**config.mk**
```make
export PLATFORM = sky130hd
export DESIGN_NAME = sub32_sequential
export DESIGN_NICKNAME = d
export VERILOG_FILES = /design/src/rtl/sub32_sequential.sv
export SDC_FILE = /design/constraint.sdc
export NUM_CORES = 1
export LEC_CHECK = 0
export CORE_MARGIN = 2
export CORE_UTILIZATION = 40
export CTS_BUF_LIST = sky130_fd_sc_hd__clkbuf_16
export CTS_CLUSTER_DIAMETER = 120
export DETAILED_ROUTE_END_ITERATION = 12
export GPL_ROUTABILITY_DRIVEN = 0
export MAX_ROUTING_LAYER = met4
export PLACE_DENSITY = 0.75
export REMOVE_ABC_BUFFERS = 1
export SLEW_MARGIN = 10
export SYNTH_ARGS = -nofsm -noshare
export SYNTH_HDL_FRONTEND = slang
export SYNTH_SLANG_ARGS = --single-unit
```
**constraint.sdc**
```tcl
create_clock -name clk_i -period 3.05 [get_ports clk_i]
set_clock_uncertainty 0.15 [all_clocks]
set_input_delay 0.305 -clock clk_i [delete_from_list [all_inputs] [get_ports clk_i]]
set_output_delay 0.305 -clock clk_i [all_outputs]
set_load 0.01 [all_outputs]
```
**src/rtl/sub32_sequential.sv**
```systemverilog
// Multi-cycle subtractor: a_i - b_i one chunk per cycle, LSB chunk first, with a registered ripple borrow.
// Optional macro SUB_SIGNED_OVF_EN adds the overflow_o port (signed overflow flag, valid with done_o).
module sub32_sequential #(
    parameter int nb_bits    = 32,
    parameter int chunk_bits = 8
) (
    input  logic               clk_i,
    input  logic               rst_ni,
    input  logic               start_i,
    input  logic [nb_bits-1:0] a_i,
    input  logic [nb_bits-1:0] b_i,
    output logic               busy_o,
    output logic               done_o,
    output logic [nb_bits-1:0] diff_o,
    output logic               borrow_o
`ifdef SUB_SIGNED_OVF_EN
    ,
    output logic               overflow_o
`endif
);

    localparam int NCHUNK = nb_bits / chunk_bits;
    localparam int CNT_W  = (NCHUNK > 1) ? $clog2(NCHUNK) : 1;
    localparam logic [CNT_W-1:0] LAST = CNT_W'(NCHUNK - 1);

    if (nb_bits % chunk_bits != 0) begin : g_chunk_check
        $error("sub32_sequential: nb_bits must be a multiple of chunk_bits");
    end

    typedef enum logic [1:0] {IDLE, RUN, DONE} state_t;

    state_t state_q, state_d;

    logic [NCHUNK-1:0][chunk_bits-1:0] a_q, b_q, diff_q;
    logic [CNT_W-1:0]                  cnt_q;
    logic                              borrow_q;
    logic [chunk_bits:0]               sub_d;
    logic                              accept;
    logic                              last_chunk;

    assign accept     = (state_q == IDLE) && start_i;
    assign last_chunk = (state_q == RUN) && (cnt_q == LAST);

    always_ff @(posedge clk_i or negedge rst_ni) begin
        if (!rst_ni) begin
            state_q <= IDLE;
        end else begin
            state_q <= state_d;
        end
    end

    always_comb begin
        state_d = state_q;
        case (state_q)
            IDLE:    if (start_i) state_d = RUN;
            RUN:     if (cnt_q == LAST) state_d = DONE;
            DONE:    state_d = IDLE;
            default: state_d = IDLE;
        endcase
    end

    always_comb begin
        busy_o = (state_q == RUN) || (state_q == DONE);
        done_o = (state_q == DONE);
    end

    // Extra top bit of the chunk-wide difference is the borrow out of this chunk.
    always_comb begin
        sub_d = {1'b0, a_q[cnt_q]} - {1'b0, b_q[cnt_q]} - {{chunk_bits{1'b0}}, borrow_q};
    end

    always_ff @(posedge clk_i or negedge rst_ni) begin
        if (!rst_ni) begin
            a_q      <= '0;
            b_q      <= '0;
            diff_q   <= '0;
            cnt_q    <= '0;
            borrow_q <= 1'b0;
        end else if (accept) begin
            a_q      <= a_i;
            b_q      <= b_i;
            cnt_q    <= '0;
            borrow_q <= 1'b0;
        end else if (state_q == RUN) begin
            diff_q[cnt_q] <= sub_d[chunk_bits-1:0];
            borrow_q      <= sub_d[chunk_bits];
            cnt_q         <= cnt_q + CNT_W'(1);
        end
    end

    assign diff_o   = diff_q;
    assign borrow_o = borrow_q;

`ifdef SUB_SIGNED_OVF_EN
    logic ovf_q;

    // Captured as the MSB chunk completes, so it is high only during DONE.
    always_ff @(posedge clk_i or negedge rst_ni) begin
        if (!rst_ni) begin
            ovf_q <= 1'b0;
        end else if (last_chunk) begin
            ovf_q <= (a_q[NCHUNK-1][chunk_bits-1] != b_q[NCHUNK-1][chunk_bits-1]) &&
                     (sub_d[chunk_bits-1] != a_q[NCHUNK-1][chunk_bits-1]);
        end else begin
            ovf_q <= 1'b0;
        end
    end

    assign overflow_o = ovf_q;
`else
    logic unused_last;
    assign unused_last = last_chunk;
`endif

endmodule

```
## Yosys cells after proc, flatten, opt, wreduce, memory -nomap -nowiden

Index checks and enable logic that the tools add are counted.

- Input port bits: 67
- Register bits: 101
- Output and inout bits: 35
- Logic and storage cells: 47

- Add/subtract/negate cells: 3
- Reduce and logical (&&, ||, !) cells: 7
- Order comparisons: 2
- Muxes and demuxes: 14
- Bitwise logic cells: 1
- Eq/ne operators: 5

Operators with widths:

| cell | number |
|---|---|
| binary-select mux 8 bit (select 2 bit) | 2 |
| bitwise mux 32 bit | 1 |
| two-way mux 8 bit | 3 |
| demux 8 bit (select 2 bit) | 1 |
| subtractor 8 x 8 -> 9 bit | 1 |
| subtractor 9 x 1 -> 9 bit | 1 |
| two-way mux 2 bit | 4 |
| == test 2 bit, second input constant | 2 |
| inequality test 2 bit, second input constant | 2 |
| case mux 2 bit (2 select lines) | 1 |
| AND reduction 2 bit | 2 |
| less-than comparator 2 x 3 -> 1 bit, second input constant | 1 |
| adder 2 x 1 -> 2 bit, second input constant | 1 |
| == test 2 x 1 -> 1 bit, second input constant | 1 |
| greater-or-equal comparator 2 x 1 -> 1 bit, second input constant | 1 |
| logical AND 1 bit | 2 |
| zero test 2 bit | 1 |
| two-way mux 1 bit | 2 |
| nonzero test 2 bit | 1 |
| logical OR 1 bit | 1 |
| NOT 1 bit | 1 |

## Logic depth before layout (Yosys ltp)

- Word-level depth: 6
- Mapped depth: 13
- Gate-level depth less buffers: 11

## Worst setup path before layout

OpenSTA, ideal clock, no wires.

- Kind: reg-to-reg
- Start point: register cnt_q[1]
- End point: register borrow_q, in the netlist borrow_o
- Stages on the path, launching flop included: 13
- Library setup time: 0.078 ns
- Setup slack: -0.069 ns
- Required time: 2.822 ns
- Period minus slack after synthesis: 3.119 ns
- Arrival: 2.892 ns
- Path buffers: 2
- Cell sequence: dfrtp_1 > clkbuf_1 > buf_1 > mux4_2 > ha_1 > inv_1 > ha_1 > a21oi_1 > o21ai_0 > a211oi_1 > o21bai_1 > xor2_1 > a21oi_1

- Word-level cells in the longest chain between the ends: 6

RTL lines:

| element | line | text |
|---|---|---|
| from (decl) | 35 | `logic [CNT_W-1:0] cnt_q;` |
| from (signal assigned) | 87 | `cnt_q <= cnt_q + CNT_W'(1);` |
| binary-select mux 8 bit (select 2 bit) | 69 | `sub_d = {1'b0, a_q[cnt_q]} - {1'b0, b_q[cnt_q]} - {{chunk_bits{1'b0}}, borrow_q};` |
| two-way mux 8 bit (not written as such) | 69 |  |
| subtractor 8 x 8 -> 9 bit * | 69 |  |
| subtractor 9 x 1 -> 9 bit * | 69 |  |
| two-way mux 1 bit * | 84 | `end else if (state_q == RUN) begin` |
| two-way mux 1 bit * | 79 | `end else if (accept) begin` |
| to (signal assigned) | 86 | `borrow_q <= sub_d[chunk_bits];` |
| to (decl) | 36 | `logic borrow_q;` |

Mark *: on every way between the ends. The rest lies on a longest branch, timed or not. The select of a mux whose other input is x is not followed.
A chain may end at the register's enable or synchronous reset.

## Worst setup path after layout

- Start point: register cnt_q[0]
- End point: register diff_q (netlist bit diff_o[7])

- Word-level cells in the longest chain between the ends: 5

RTL lines:

| element | line | text |
|---|---|---|
| binary-select mux 8 bit (select 2 bit), or another cell as far along | 69 |  |
| two-way mux 8 bit (not written as such) or logical AND 1 bit (tied branches) | 69, 85 |  |
| subtractor 8 x 8 -> 9 bit or two-way mux 8 bit (tied branches) | 69, 85 |  |
| subtractor 9 x 1 -> 9 bit or demux 8 bit (select 2 bit) (tied branches) | 69, 85 |  |
| bitwise mux 32 bit * | 85 | `diff_q[cnt_q] <= sub_d[chunk_bits-1:0];` |
| to (signal, indexed assignment) | 85 |  |
| to (decl) | 34 | `logic [NCHUNK-1:0][chunk_bits-1:0] a_q, b_q, diff_q;` |

Marked as above.

==> impl_metrics.yaml <==
run_status:
  run_status: "finished, final reports clean"
grt:
  pin_count_of_the_biggest_net_entering_global_routing: 102
  grt_pass1_wl_um: 14980
  grt_usage_pct: 15.60
  first_global_vias: 2981
  globalRouteOverflowTotal: 0
  antenna_found_initial: 0
drt:
  antenna_left: 0
  vias_per_cell: 4.956
  initialDrtViolationCount: 71
  first_pass_detailed_route_iteration_total: 4
  detail_route.wirelength_um: 9155
  vias_after_detailed_routing: 2914
  wire_per_inst_um: 15.57
  post_route_drc_violation_count: 0
final_layout:
  final_cell_area_mm2: 0.006187
  num_antenna_cells: 0
  fin_nets: 529
  stdcell_count: 588
  area_delta_synth_final_pct: 33.36
  drive_gt1_share_pct: 30.11
  utilization_pct: 54.42
timing:
  timing.setup.tns_ns: 0
  rsz0062_at_grt: "false"
  timing_max_transition_violations_final: 0
  count_of_final_hold_check_violations: 0
  period_utilisation_layout_pct: 94.41
  timing.slew.headroom_pct: 60.16
  clock.fmax_mhz: 347.3
  worstMarginPinSlew_ns: 0.5956
  fin_crit_ns: 2.880
  timing.final.setup_violations: 0
yosys:
  post_synth_and_or_nand_nor_area_fraction_pct: 2.481
  synthDominantAreaCellType: "sky130_fd_sc_hd__dfrtp_1"
  post_synth_fa_ha_maj_area_fraction_pct: 6.257
  synth_cells: 332
  synth_area_leaders: "sky130_fd_sc_hd__dfrtp_1 54%, sky130_fd_sc_hd__mux2_2 19%, sky130_fd_sc_hd__mux4_2 7.8%, sky130_fd_sc_hd__ha_1 5.4%, sky130_fd_sc_hd__inv_1 2.0%"
  synth_top_area_share_pct: 54.48
  synth-compound-area-share_pct: 4.207
  post_synthesis_register_bit_count: 101
  synth.distinct_cells: 26
  synthesis.area_per_instance_um2: 13.97
  synth_top_family_by_area: "multiplexers"
  synth_seq_area_share_pct: 54.48
  synth.mux.area_fraction_pct: 27.40
  mappedNetlistArea_mm2: 0.004639
  post_synthesis_xor_xnor_area_fraction_pct: 1.672
  synthesis.yosys.warnings: 0
floorplanning:
  io_pins: 102
  die_area_mm2: 0.01248
  placementRows: 39
  die_width_um: 111.7
  core_area_mm2: 0.01137
  die_y_um: 111.7
  floorplan.initialDensity_pct: 40.81
pwr:
  leakage_nw: 2.651
  vdd_ir_drop_max_uv: 734.4
  power.density_cell_area_mw_per_mm2: 1363
  finalPower_mw: 8.433
worst_setup_path:
  cp-start-kind: "flip-flop"
  cp.arrival_ns: 2.93
  crit_type: "flip-flop to flip-flop"
  crit_path_max_fanout: 6
  endpoint_kind: "flip-flop"
  worstPathRequired_ns: 3.10
placed_design:
  port_buffers: 101
  final_hpwl_dp_um: 6849
  place_inst: 568
  placed_area_mm2: 0.005858
cts:
  h-tree-depth: 3
  clkLatencyLatePin_ns: 0.34
  clk_path_buf_depth: 2
  cts.clk_slew.worst_paths_ns: 0.07
  cts_tree: "yes"
  root_buffer: "sky130_fd_sc_hd__clkbuf_16"
  clock_sink_count: 101
  cts_made_buffers: 9
job:
  reported_max_cap_violation_count: 0
worst_hold_path:
  min_path_type: "flip-flop to flip-flop"
registers in the layout, indices dropped and copies added (netlist names):
name,count
cnt_q,2
state_q,2
borrow_o,1
diff_o,32
a_q,32
b_q,32
placed cells by master, fill, tap and decap left out, drive strengths merged, types with 2 or more instances in the layout:
master,Yosys,routed
a21oi,8,8
buf,3,12
clkbuf,13,9
clkdlybuf4s50,0,100
clkinv,0,5
dfrtp,101,101
fa,2,2
ha,20,20
inv,25,26
mux2,80,80
mux4,16,16
nand2,23,23
nor2b,3,3
o21a,2,2
o21ai,22,22
xnor2,6,6
xor2,2,2
logic make-up (layout without fill, tap and decap cells):
group | Yosys count | after routing
compound gates | 35 | 35
xor+xnor | 8 | 8
fa+ha+maj | 22 | 22
buf+inv | 41 | 154
flops | 101 | 101
mux | 97 | 97
simple gates | 28 | 28
cell usage after synthesis (all sizes together):
library cell / instances
fa: 2
o21a: 2
xor2: 2
buf: 3
inv: 25
o21ai: 22
o211ai: 1
mux2i: 1
ha: 20
mux2: 80
nor2b: 3
a211oi: 1
nand2b: 1
a21oi: 8
xnor2: 6
o21bai: 1
mux4: 16
nor2: 1
nand2: 23
clkbuf: 13
dfrtp: 101
worst max-delay path, cell delays in order (launching register included):
cell                      delay, ns
sky130_fd_sc_hd__dfrtp_1       0.39
sky130_fd_sc_hd__buf_12        0.13
sky130_fd_sc_hd__buf_4         0.17
sky130_fd_sc_hd__mux4_2        0.51
sky130_fd_sc_hd__ha_1          0.29
sky130_fd_sc_hd__inv_1         0.04
sky130_fd_sc_hd__ha_1          0.34
sky130_fd_sc_hd__o21a_1        0.20
sky130_fd_sc_hd__a21oi_2       0.17
sky130_fd_sc_hd__xor2_2        0.24
sky130_fd_sc_hd__o21ai_1       0.10
layout make-up:
cell class	count	area (um2)
fillers	972	5182
well taps	143	178.9
multi-input cells	190	1978
clock buffers	9	225.2
repair buffers	113	1139
inverters	25	93.84
clock inverters	7	43.79
flip-flops and latches	101	2529
metrics by stage:
stage	hold WS (ns)	worst slack, ns
6_report	0.3389	0.1705
5_1_grt	0.3545	0.001818
4_1_cts	0.3402	0.04243
3_5_place_dp	0.2584	0.002617
3_3_place_gp	0.2501	0.1220
2_1_floorplan	-0.1406	-0.2477
routing by layer:
| layer | GRT usage, % | vias to the layer above | part of all wire [%] |
|---|---|---|---|
| met4 | 2.963 | 0 | 0.71 |
| li1 | - | 1363 | - |
| met3 | 3.593 | 6 | 4.7 |
| met1 | 21.70 | 1462 | 47 |
| met2 | 23.88 | 83 | 47 |
| met5 | - | - | 0 |
timing repair:
item / 4_1_cts / 5_1_grt
pin swaps: 0 / 4
hold buffers: 1 / 0
setup buffers: 2 / 1
gates resized for setup: 0 / 9
endpoints found under the setup margin: 5 / 13
endpoints found under the hold margin: 101 / 0
cloned: 0 / 0
power by group:
part,switching [mW],internal [mW]
Sequential,0.376,2.03
Clock,0.478,0.548
Combinational,2.42,2.57
Total,3.28,5.16
worst paths after layout:
path	startpoint	endpoint	cells after the start	slack, ns
worst min-delay path	diff_o[29]	diff_o[29]	2	0.34
min in group asynchronous	rst_ni	diff_o[20]	3	0.40
max in group asynchronous	rst_ni	a_q[14]	3	1.92
worst max-delay path	cnt_q[0]	diff_o[7]	10	0.17
worst min register to register	diff_o[29]	diff_o[29]	2	0.34
worst max register to register	cnt_q[0]	diff_o[7]	10	0.17
No activity file was read; power rests on OpenSTA's default activity.
